[src/rtl/cu_if.sv]
// rtl/cu_if.sv - control/status bundle between the exponentiation datapath and its control unit
//
// Purpose: groups the datapath status inputs and the control outputs of cu
// so the datapath (or a bench) connects with a single port.
// Signals:
//   start    - request to begin an operation (datapath/host -> cu)
//   equals   - iteration counter at terminal value (datapath -> cu)
//   regBk    - exponent bit currently under test in register B (datapath -> cu)
//   LoadA    - load enable, register A (cu -> datapath)
//   LoadB    - parallel-load enable, register B (cu -> datapath)
//   ShiftB   - shift enable, register B (cu -> datapath)
//   LoadCoun - load enable, iteration counter (cu -> datapath)
//   S_Coun   - counter input select: 0 = initial value, 1 = counter - 1
//   LoadC    - load enable, result register C (cu -> datapath)
//   S_C      - C input select: 00 = 1, 01 = C*C, 10 = C*A, 11 = unused
// Modports:
//   master - the datapath side: drives status, receives controls
//   slave  - the control unit side: receives status, drives controls

interface cu_if;
  logic       start;
  logic       equals;
  logic       regBk;
  logic       LoadA;
  logic       LoadB;
  logic       ShiftB;
  logic       LoadCoun;
  logic       S_Coun;
  logic       LoadC;
  logic [1:0] S_C;

  modport master (
    output start, equals, regBk,
    input  LoadA, LoadB, ShiftB, LoadCoun, S_Coun, LoadC, S_C
  );

  modport slave (
    input  start, equals, regBk,
    output LoadA, LoadB, ShiftB, LoadCoun, S_Coun, LoadC, S_C
  );
endinterface

[src/rtl/cu.sv]
// rtl/cu.sv - Moore control unit sequencing square-and-multiply exponentiation
//
// Purpose: walks the exponent bits held in register B. Each iteration squares
// C, shifts B and decrements the counter, and multiplies C by A when the bit
// under test was 1. The operation ends when the datapath reports the counter
// has reached its terminal value.
// Ports:
//   clk - clock, all state changes on its rising edge
//   rst - asynchronous active-high reset, forces INIT immediately
//   bus - cu_if.slave: start/equals/regBk in, load/shift/select controls out

module cu (
  input logic  clk,
  input logic  rst,
  cu_if.slave  bus
);

  // Three-bit encoding; the three unused codes fall back to INIT.
  typedef enum logic [2:0] {
    S1_INIT   = 3'd0,
    S2_CHECK  = 3'd1,
    S3_SQUARE = 3'd2,
    S4_TEST   = 3'd3,
    S5_MULT   = 3'd4
  } state_t;

  state_t state;
  state_t stateNext;

  logic       loadA;
  logic       loadB;
  logic       shiftB;
  logic       loadCoun;
  logic       sCoun;
  logic       loadC;
  logic [1:0] sC;

  always_ff @(posedge clk or posedge rst) begin
    if (rst) begin
      state <= S1_INIT;
    end else begin
      state <= stateNext;
    end
  end

  // Next-state: each input is only looked at in the one state that uses it.
  always_comb begin
    stateNext = S1_INIT;
    case (state)
      S1_INIT:   stateNext = bus.start  ? S2_CHECK : S1_INIT;
      S2_CHECK:  stateNext = bus.equals ? S1_INIT  : S3_SQUARE;
      S3_SQUARE: stateNext = S4_TEST;
      // regBk is the pre-shift bit: B shifts on this same edge.
      S4_TEST:   stateNext = bus.regBk  ? S5_MULT  : S2_CHECK;
      S5_MULT:   stateNext = S2_CHECK;
      default:   stateNext = S1_INIT;
    endcase
  end

  // Outputs decode the state alone, so reset reaches them without a clock.
  always_comb begin
    loadA    = 1'b0;
    loadB    = 1'b0;
    shiftB   = 1'b0;
    loadCoun = 1'b0;
    sCoun    = 1'b0;
    loadC    = 1'b0;
    sC       = 2'b00;
    case (state)
      S1_INIT: begin
        // Re-initialise A, B, counter and C (C <= 1) on every pass.
        loadA    = 1'b1;
        loadB    = 1'b1;
        loadCoun = 1'b1;
        loadC    = 1'b1;
      end
      S3_SQUARE: begin
        loadC = 1'b1;
        sC    = 2'b01;
      end
      S4_TEST: begin
        shiftB   = 1'b1;
        loadCoun = 1'b1;
        sCoun    = 1'b1;
      end
      S5_MULT: begin
        loadC = 1'b1;
        sC    = 2'b10;
      end
      default: begin
      end
    endcase
  end

  assign bus.LoadA    = loadA;
  assign bus.LoadB    = loadB;
  assign bus.ShiftB   = shiftB;
  assign bus.LoadCoun = loadCoun;
  assign bus.S_Coun   = sCoun;
  assign bus.LoadC    = loadC;
  assign bus.S_C      = sC;

endmodule

[src/flat_wrapper.sv]
// flat-port wrapper written by rule: the top's interface ports become plain ports
module cu_flat 
  (clk, rst, bus_start, bus_equals, bus_regBk, bus_LoadA, bus_LoadB, bus_ShiftB, bus_LoadCoun, bus_S_Coun, bus_LoadC, bus_S_C);
  cu_if bus_i ();
  input logic clk;
  input logic rst;
  input wire logic [$bits(bus_i.start)-1:0] bus_start;
  input wire logic [$bits(bus_i.equals)-1:0] bus_equals;
  input wire logic [$bits(bus_i.regBk)-1:0] bus_regBk;
  output wire logic [$bits(bus_i.LoadA)-1:0] bus_LoadA;
  output wire logic [$bits(bus_i.LoadB)-1:0] bus_LoadB;
  output wire logic [$bits(bus_i.ShiftB)-1:0] bus_ShiftB;
  output wire logic [$bits(bus_i.LoadCoun)-1:0] bus_LoadCoun;
  output wire logic [$bits(bus_i.S_Coun)-1:0] bus_S_Coun;
  output wire logic [$bits(bus_i.LoadC)-1:0] bus_LoadC;
  output wire logic [$bits(bus_i.S_C)-1:0] bus_S_C;
  assign bus_i.start = bus_start;
  assign bus_i.equals = bus_equals;
  assign bus_i.regBk = bus_regBk;
  assign bus_LoadA = bus_i.LoadA;
  assign bus_LoadB = bus_i.LoadB;
  assign bus_ShiftB = bus_i.ShiftB;
  assign bus_LoadCoun = bus_i.LoadCoun;
  assign bus_S_Coun = bus_i.S_Coun;
  assign bus_LoadC = bus_i.LoadC;
  assign bus_S_C = bus_i.S_C;
  cu u_core (.clk(clk), .rst(rst), .bus(bus_i));
endmodule
[config.mk]
export PLATFORM = sky130hd
export DESIGN_NAME = cu_flat
export DESIGN_NICKNAME = d
export VERILOG_FILES = /design/src/rtl/cu_if.sv /design/src/rtl/cu.sv /design/src/flat_wrapper.sv
export SDC_FILE = /design/constraint.sdc
export NUM_CORES = 1
export LEC_CHECK = 0
export CAP_MARGIN = 20
export CORE_AREA = 2 2 39 41
export DETAILED_ROUTE_END_ITERATION = 12
export DIE_AREA = 0 0 41 43
export REMOVE_ABC_BUFFERS = 1
export SLEW_MARGIN = 20
export SYNTH_ARGS = -nofsm -noshare
export SYNTH_HDL_FRONTEND = slang
export SYNTH_SLANG_ARGS = --single-unit
[constraint.sdc]
create_clock -name clk -period 2.32 [get_ports clk]
set_input_delay 0.464 -clock clk [delete_from_list [all_inputs] [get_ports clk]]
set_output_delay 0.464 -clock clk [all_outputs]
set_load 0.02 [all_outputs]
* Word level (Yosys, flattened, before mapping)
Index checks and enable logic that the tools add are counted.
** Word-level totals
- Output and inout port bits :: 8
- Input bits :: 5
- Logic and storage cells :: 17
- Register bits :: 3
** Cells by class
- Reduce and logical (&&, ||, !) cells :: 3
- Mux-type cells :: 9
- Equality and inequality tests :: 4
** Operator list (count)
- 3-bit case mux with 5 select lines :: 1
- 3-bit by 2-bit equality test with 1-bit output (second input constant) :: 2
- 1-bit 2-to-1 mux :: 5
- 2-bit case mux with 2 select lines :: 1
- 3-bit by 1-bit equality test with 1-bit output (second input constant) :: 1
- 3-bit equality test (second input constant) :: 1
- 3-bit logical NOT :: 1
- 3-bit 2-to-1 mux :: 1
- 3-bit OR reduction :: 1
- 2-bit 2-to-1 mux :: 1
- 2-bit OR reduction :: 1

* Depth between registers and ports, before layout
Gate-level depths: netlist of run 1.
- Word-level depth :: 3
- Gate-level depth with buffers :: 3
- Gate-level depth less buffers :: 2

* Worst setup path after synthesis of run 1
Ideal clock, no wire load.
- Path type :: register -> output
- From :: register u_core.state[0]
- To :: output bus_LoadB
- Stages on the path, launching flop included :: 4
- Data required time :: 1856 ps
- Arrival :: 1308 ps
- Setup slack :: 548 ps
- Path buffers :: 2
- Cell sequence :: dfrtp_1 buf_4 nor3_1 buf_4
** Between the ends
- Word-level cells in the longest chain between the ends :: 2
** RTL lines
- from (decl) :: line cu.sv:27 : state_t state;
- from (signal assigned) :: line cu.sv:42 : state <= stateNext;
- 3-bit logical NOT
- 1-bit 2-to-1 mux
- to (decl) :: line flat_wrapper.sv:11 : output wire logic [$bits(bus_i.LoadB)-1:0] bus_LoadB;
No other way between the ends.

* Final worst setup path of run 1
- From :: register u_core.state[1]
- To :: output bus_LoadA
** Between the ends
- Word-level cells in the longest chain between the ends :: 2
** RTL lines
- 3-bit logical NOT :: line cu.sv:69 : case (state)
- 1-bit 2-to-1 mux :: line cu.sv:69
- to (decl) :: line flat_wrapper.sv:10 : output wire logic [$bits(bus_i.LoadA)-1:0] bus_LoadA;
No other way between the ends.

==> run_results.csv, run 1 <==
group,metric,value,unit
power,pwr_density_cell,1500,nW/um2
critical_path,critPathSlowestCell,"clkdlybuf4s50_1",
cells_and_area,antenna_cells,0,
drt,firstDrtPassIters,2,
worst_hold_path,hold_path_class,"primary input to async pin",
critical_path,cp-end-kind,"primary output",
floorplanning,die-area,1760,um2
synthesis,synthSimpleGateAreaFrac,0.316,
synthesis,synth_area,218,um2
critical_path,max_stage_delay,0.65,ns
global_routing,grt_pass1_wl,731,um
critical_path,r2r_end,"u_core.state[1]",
critical_path,cp.buffers_inverters,1,
floorplanning,start_util,0.157,
power,leakagePower,0.139,nW
clock_network,post-cts-setup-buffer-count,0,
synthesis,avgSynthCellArea,9.47,um2
critical_path,crit_end,"bus_LoadA",
sta,fin_crit_sh,0.900,
drt,vias,190,
power,ir_drop,0.285,mV
synthesis,synth_top_family_by_area,"simple AND/OR/NAND/NOR gates",
synthesis,synth-compound-area-share,0.103,
floorplanning,io_pins,13,
critical_path,crit_family,"buffers and inverters",
global_routing,antenna_found_initial,0,
synthesis,synthAdderAreaFrac,0,
cells_and_area,filler_cell_count,150,
drt,wl_per_cell,9.50,um
sta,skew,0.00442,ns
global_routing,grt_max_degree,12,
global_routing,grt_pass1_vias,179,
synthesis,synth_cell_type_count,16,
sta,max_freq,0.479,GHz
cells_and_area,final_cell_area,345,um2
sta,rsz0062_at_grt,"false",
sta,tightest_slew,0.302,ns
cells_and_area,fin_nets,40,
cells_and_area,largest_reg_flops,3,
cells_and_area,multiInputGateArea,100,um2
synthesis,synth_top_area_frac,0.345,
drt,antenna_left,0,
sta,drv_slew,0,
place,gp_congestion,0.659,
critical_path,cp_cell_sequence,"nor3_1 > clkdlybuf4s50_1",
clock_network,clockRootBuffer,"clkbuf_4",
critical_path,worst_setup_path_start_kind,"flip-flop",
place,io_buffer_count,12,
cells_and_area,area_delta_synth_final,58.6,%
floorplanning,die_w,41,um
sta,period_needed,2.09,ns
floorplanning,fp.dieH,43,um
sta,slew_headroom,0.799,
clock_network,clockBufferDepth,2,
synthesis,ys_seq_area_frac,0.345,
critical_path,worstSetupPathType,"flip-flop to primary output",
critical_path,startpoint,"u_core.state[1]",
critical_path,reg2reg_depth,2,
flow_run,drv_cap,0,
synthesis,yosys_register_bits,3,
clock_network,cts_buffers,3,
floorplanning,core_area,1380,um2
cells_and_area,drive_gt1_frac,0.147,
synthesis,synthXorXnorAreaFrac,0.0402,
cells_and_area,largestRegisters,"u_core.state x3",
clock_network,clk_pin_slew_worst_paths,0.04,ns
sta,setup_viol,0,
clock_network,htreeDepth,1,
synthesis,muxShareOfSynthArea,0,
critical_path,cp.required,1.86,ns
critical_path,path_depth,2,
critical_path,cp_max_fo,11,
cells_and_area,seq_area,75.1,um2
clock_network,cts.hold.buffers_added,0,
global_routing,gr-total-overflow,0,
global_routing,grtUsageTotal,0.0796,
clock_network,post_cts_resize_count,0,
synthesis,yosysWarnings,0,
drt,drt-initial-drc-count,4,
place,dpl-instance-area,319,um2
clock_network,cts_tree,"done",
critical_path,r2r_setup_slack,1.21,ns
cells_and_area,regMostFlops,"u_core.state",
critical_path,arrival,1.62,ns
run_status,outcome,"finished, final reports clean",
drt,viasPerCell,3.80,
drt,routed_wl,475,um
floorplanning,rows,14,
clock_network,cts_sinks,3,
clock_network,clk_latency,0.23,ns
critical_path,worstReg2RegStart,"u_core.state[1]",
synthesis,syn-instance-count,23,
drt,drc,0,
sta,finalSetupTns,0,ns
synthesis,yosysTopAreaCell,"dfrtp_1",
sta,hold_viol,0,
synthesis,synthTopCellsByArea,"dfrtp_1, buf_4, nor3b_1",
==> logic make-up after synthesis <==
family,count (synthesis)
AND/OR/NAND/NOR,10
XOR/XNOR,1
AO/OA/AOI/OAI,3
flip-flops,3
buffers and inverters,6
==> final cells by class <==
type | count | share of cell area
repair buffers | 12 | 0.348
multi-input cells | 14 | 0.290
flip-flops and latches | 3 | 0.217
clock buffers | 4 | 0.0761
well taps | 16 | 0.0580
inverters | 1 | 0.0109
==> stage by stage <==
step	power [mW]	worst slack, ns	util	std cells	hold WS (ns)
after CTS	0.526	0.209	0.250	50	0.403
final	0.518	0.232	0.250	50	0.403
after global placement	0.425	0.507	0.231	46	0.576
after detailed placement	0.428	0.465	0.231	46	0.571
after global routing	0.557	0.135	0.250	50	0.405
after floorplan	0.273	0.498	-	18	0.218
==> power breakdown <==
| group | total [mW] | internal [mW] | switching, mW |
|---|---|---|---|
| combinational | 0.309 | 0.165 | 0.145 |
| sequential | 0.118 | 0.0712 | 0.0463 |
| clock | 0.0916 | 0.0644 | 0.0271 |
==> synth_stat cells (all sizes together) <==
cell,number
buf,5
dfrtp,3
a21oi,2
nor3,2
nor3b,2
or2b,2
a221oi,1
and2,1
and3b,1
inv,1
nor2,1
or3b,1
xor2,1
==> how the worst min path moves through the flow <==
stage	end	startpoint	depth (start not counted)	slack [ns]
4_1_cts	u_core.state[0]	rst	2	0.40
6_report	u_core.state[0]	rst	2	0.40
2_1_floorplan	u_core.state[0]	rst	1	0.22
3_5_place_dp	u_core.state[1]	u_core.state[2]	1	0.57
3_3_place_gp	u_core.state[1]	u_core.state[2]	1	0.58
5_1_grt	u_core.state[0]	rst	2	0.40
==> worst register-to-register path: cells and delay by family, from the launching register on <==
family	cells	cell delay, ns
and+or+nand+nor	1	0.42
DFF	1	0.47
AOI/OAI and AO/OA	1	0.13
==> cell usage in the layout, fill, tap and decap left out <==
master	synthesis	layout
a21oi_2	1	1
a221oi_1	1	1
or3b_1	1	1
dfrtp_1	3	3
inv_1	1	1
and3b_2	1	1
and2_1	1	1
clkdlybuf4s50_1	0	12
a21oi_1	1	1
clkbuf_4	0	3
xor2_1	1	1
or2b_1	2	2
clkbuf_1	0	1
nor2_1	1	1
nor3b_1	2	2
nor3_1	2	2
==> routing by layer <==
metal	vias up	global-route usage	part of all wire
met5	-	0	0
met4	0	0.160	0.057
met3	2	0.0471	0.074
met2	8	0.0750	0.45
met1	85	0.0717	0.42
li1	95	-	-
Power figures use the tool's default switching activity.
==> run 2, diff against run 1 <==
--- a/config.mk
+++ b/config.mk
@@ -9,7 +9,9 @@
 export CORE_AREA = 2 2 39 41
 export DETAILED_ROUTE_END_ITERATION = 12
 export DIE_AREA = 0 0 41 43
+export DONT_BUFFER_PORTS = 1
 export REMOVE_ABC_BUFFERS = 1
+export SKIP_CTS_REPAIR_TIMING = 1
 export SLEW_MARGIN = 20
 export SYNTH_ARGS = -nofsm -noshare
 export SYNTH_HDL_FRONTEND = slang
==> run 2 against run 1 <==
Against the previous run:
- cell count fell by 20%
- clock power rose by 0.5%
- first-iteration DRC count fell by 75%
- sequential share of layout area rose by 9.2 points
- critical path type unchanged
==> run_results.csv, run 2 (synthesis results as in run 1) <==
group,metric,value,unit
clock_network,clk_pin_slew_worst_paths,0.04,ns
drt,viasPerCell,3.83,
critical_path,arrival,1.32,ns
drt,routed_wl,415,um
floorplanning,io_pins,13,
sta,rsz0062_at_grt,"false",
drt,drc,0,
sta,setup_viol,0,
sta,max_freq,0.559,GHz
drt,antenna_left,0,
sta,drv_slew,0,
run_status,outcome,"finished, final reports clean",
floorplanning,fp.dieH,43,um
critical_path,critPathSlowestCell,"nor3b_1",
floorplanning,rows,14,
critical_path,cp-end-kind,"primary output",
drt,wl_per_cell,10.4,um
place,gp_congestion,0.586,
cells_and_area,final_cell_area,243,um2
clock_network,clockBufferDepth,2,
sta,skew,0.000287,ns
cells_and_area,final_cell_mix,"clkbuf_4, dfrtp_1, nor3_1, nor3b_1, or2b_1",
global_routing,gr-total-overflow,0,
global_routing,grtUsageTotal,0.0643,
clock_network,cts_sinks,3,
cells_and_area,fin_nets,30,
critical_path,cp_max_fo,11,
clock_network,cts_tree,"done",
cells_and_area,area_delta_synth_final,11.5,%
drt,vias,153,
global_routing,grt_pass1_vias,150,
floorplanning,start_util,0.157,
critical_path,worstSetupPathType,"flip-flop to primary output",
drt,drt-initial-drc-count,1,
cells_and_area,regMostFlops,"u_core.state",
place,dpl-instance-area,206,um2
flow_run,drv_cap,0,
floorplanning,die_w,41,um
place,io_buffer_count,0,
cells_and_area,largest_reg_flops,3,
power,leakagePower,0.103,nW
worst_hold_path,hold_path_class,"primary input to flip-flop",
cells_and_area,antenna_cells,0,
cells_and_area,drive_gt1_frac,0.250,
drt,firstDrtPassIters,2,
critical_path,worst_setup_path_start_kind,"flip-flop",
critical_path,cp.buffers_inverters,0,
sta,slew_headroom,0.560,
power,pwr_density_cell,1660,nW/um2
cells_and_area,largestRegisters,"u_core.state x3",
clock_network,cts_buffers,3,
sta,period_needed,1.79,ns
clock_network,clockRootBuffer,"clkbuf_4",
clock_network,htreeDepth,1,
global_routing,antenna_found_initial,0,
sta,hold_viol,0,
sta,tightest_slew,0.659,ns
critical_path,cp.required,1.86,ns
sta,fin_crit_sh,0.770,
global_routing,grt_max_degree,12,
sta,finalSetupTns,0,ns
floorplanning,die-area,1760,um2
floorplanning,core_area,1380,um2
critical_path,max_stage_delay,0.59,ns
global_routing,grt_pass1_wl,634,um
critical_path,cp_cell_sequence,"nor3b_1",
critical_path,crit_family,"simple AND/OR/NAND/NOR gates",
power,ir_drop,0.220,mV
clock_network,clk_latency,0.23,ns
[run 2: cell types whose count changed in the layout (fill, tap and decap cells not counted)]
cell	before	now
buf_4	0	1
clkdlybuf4s50_1	12	0
dlygate4sd3_1	0	1
[run 2: power breakdown]
group | internal (mW) | switching (mW)
Combinational | 0.0647 | 0.130
Clock | 0.0645 | 0.0276
Sequential | 0.0712 | 0.0448
Total | 0.200 | 0.202
[run 2: final timing paths]
| check | cells past startpoint | to | from | slack [ns] |
|---|---|---|---|---|
| min | 1 | u_core.state[2] | bus_regBk | 0.36 |
| max | 1 | bus_S_C[0] | u_core.state[1] | 0.53 |
| min in group asynchronous | 2 | u_core.state[2] | rst | 0.54 |
| min reg2reg | 1 | u_core.state[1] | u_core.state[2] | 0.58 |
| max reg2reg | 2 | u_core.state[2] | u_core.state[2] | 1.20 |
| max in group asynchronous | 2 | u_core.state[0] | rst | 1.66 |
[run 2: final cells by class]
type,count,area (um2)
Sequential cell,3,75.1
Tap cell,16,20.0
Inverter,1,3.75
Clock buffer,4,26.3
Timing Repair Buffer,2,17.5
Multi-Input combinational cell,14,100
Fill cell,156,1140
[run 2: stage by stage]
step	cells	util	hold WS, ns	worst slack [ns]	total power [mW]
after detailed placement	35	0.149	0.226	0.768	0.312
after global placement	35	0.149	0.227	0.784	0.308
after floorplan	18	-	0.218	0.498	0.273
after CTS	39	0.168	-0.0226	0.516	0.407
after global routing	40	0.175	0.358	0.460	0.437
final	40	0.175	0.359	0.533	0.403
[run 2: per-layer routing]
layer	global-route usage	share of wire	vias up
li1	-	-	75
met1	0.0482	0.34	69
met2	0.0688	0.49	7
met3	0.0628	0.13	2
met4	0.100	0.034	0
met5	0	0	-
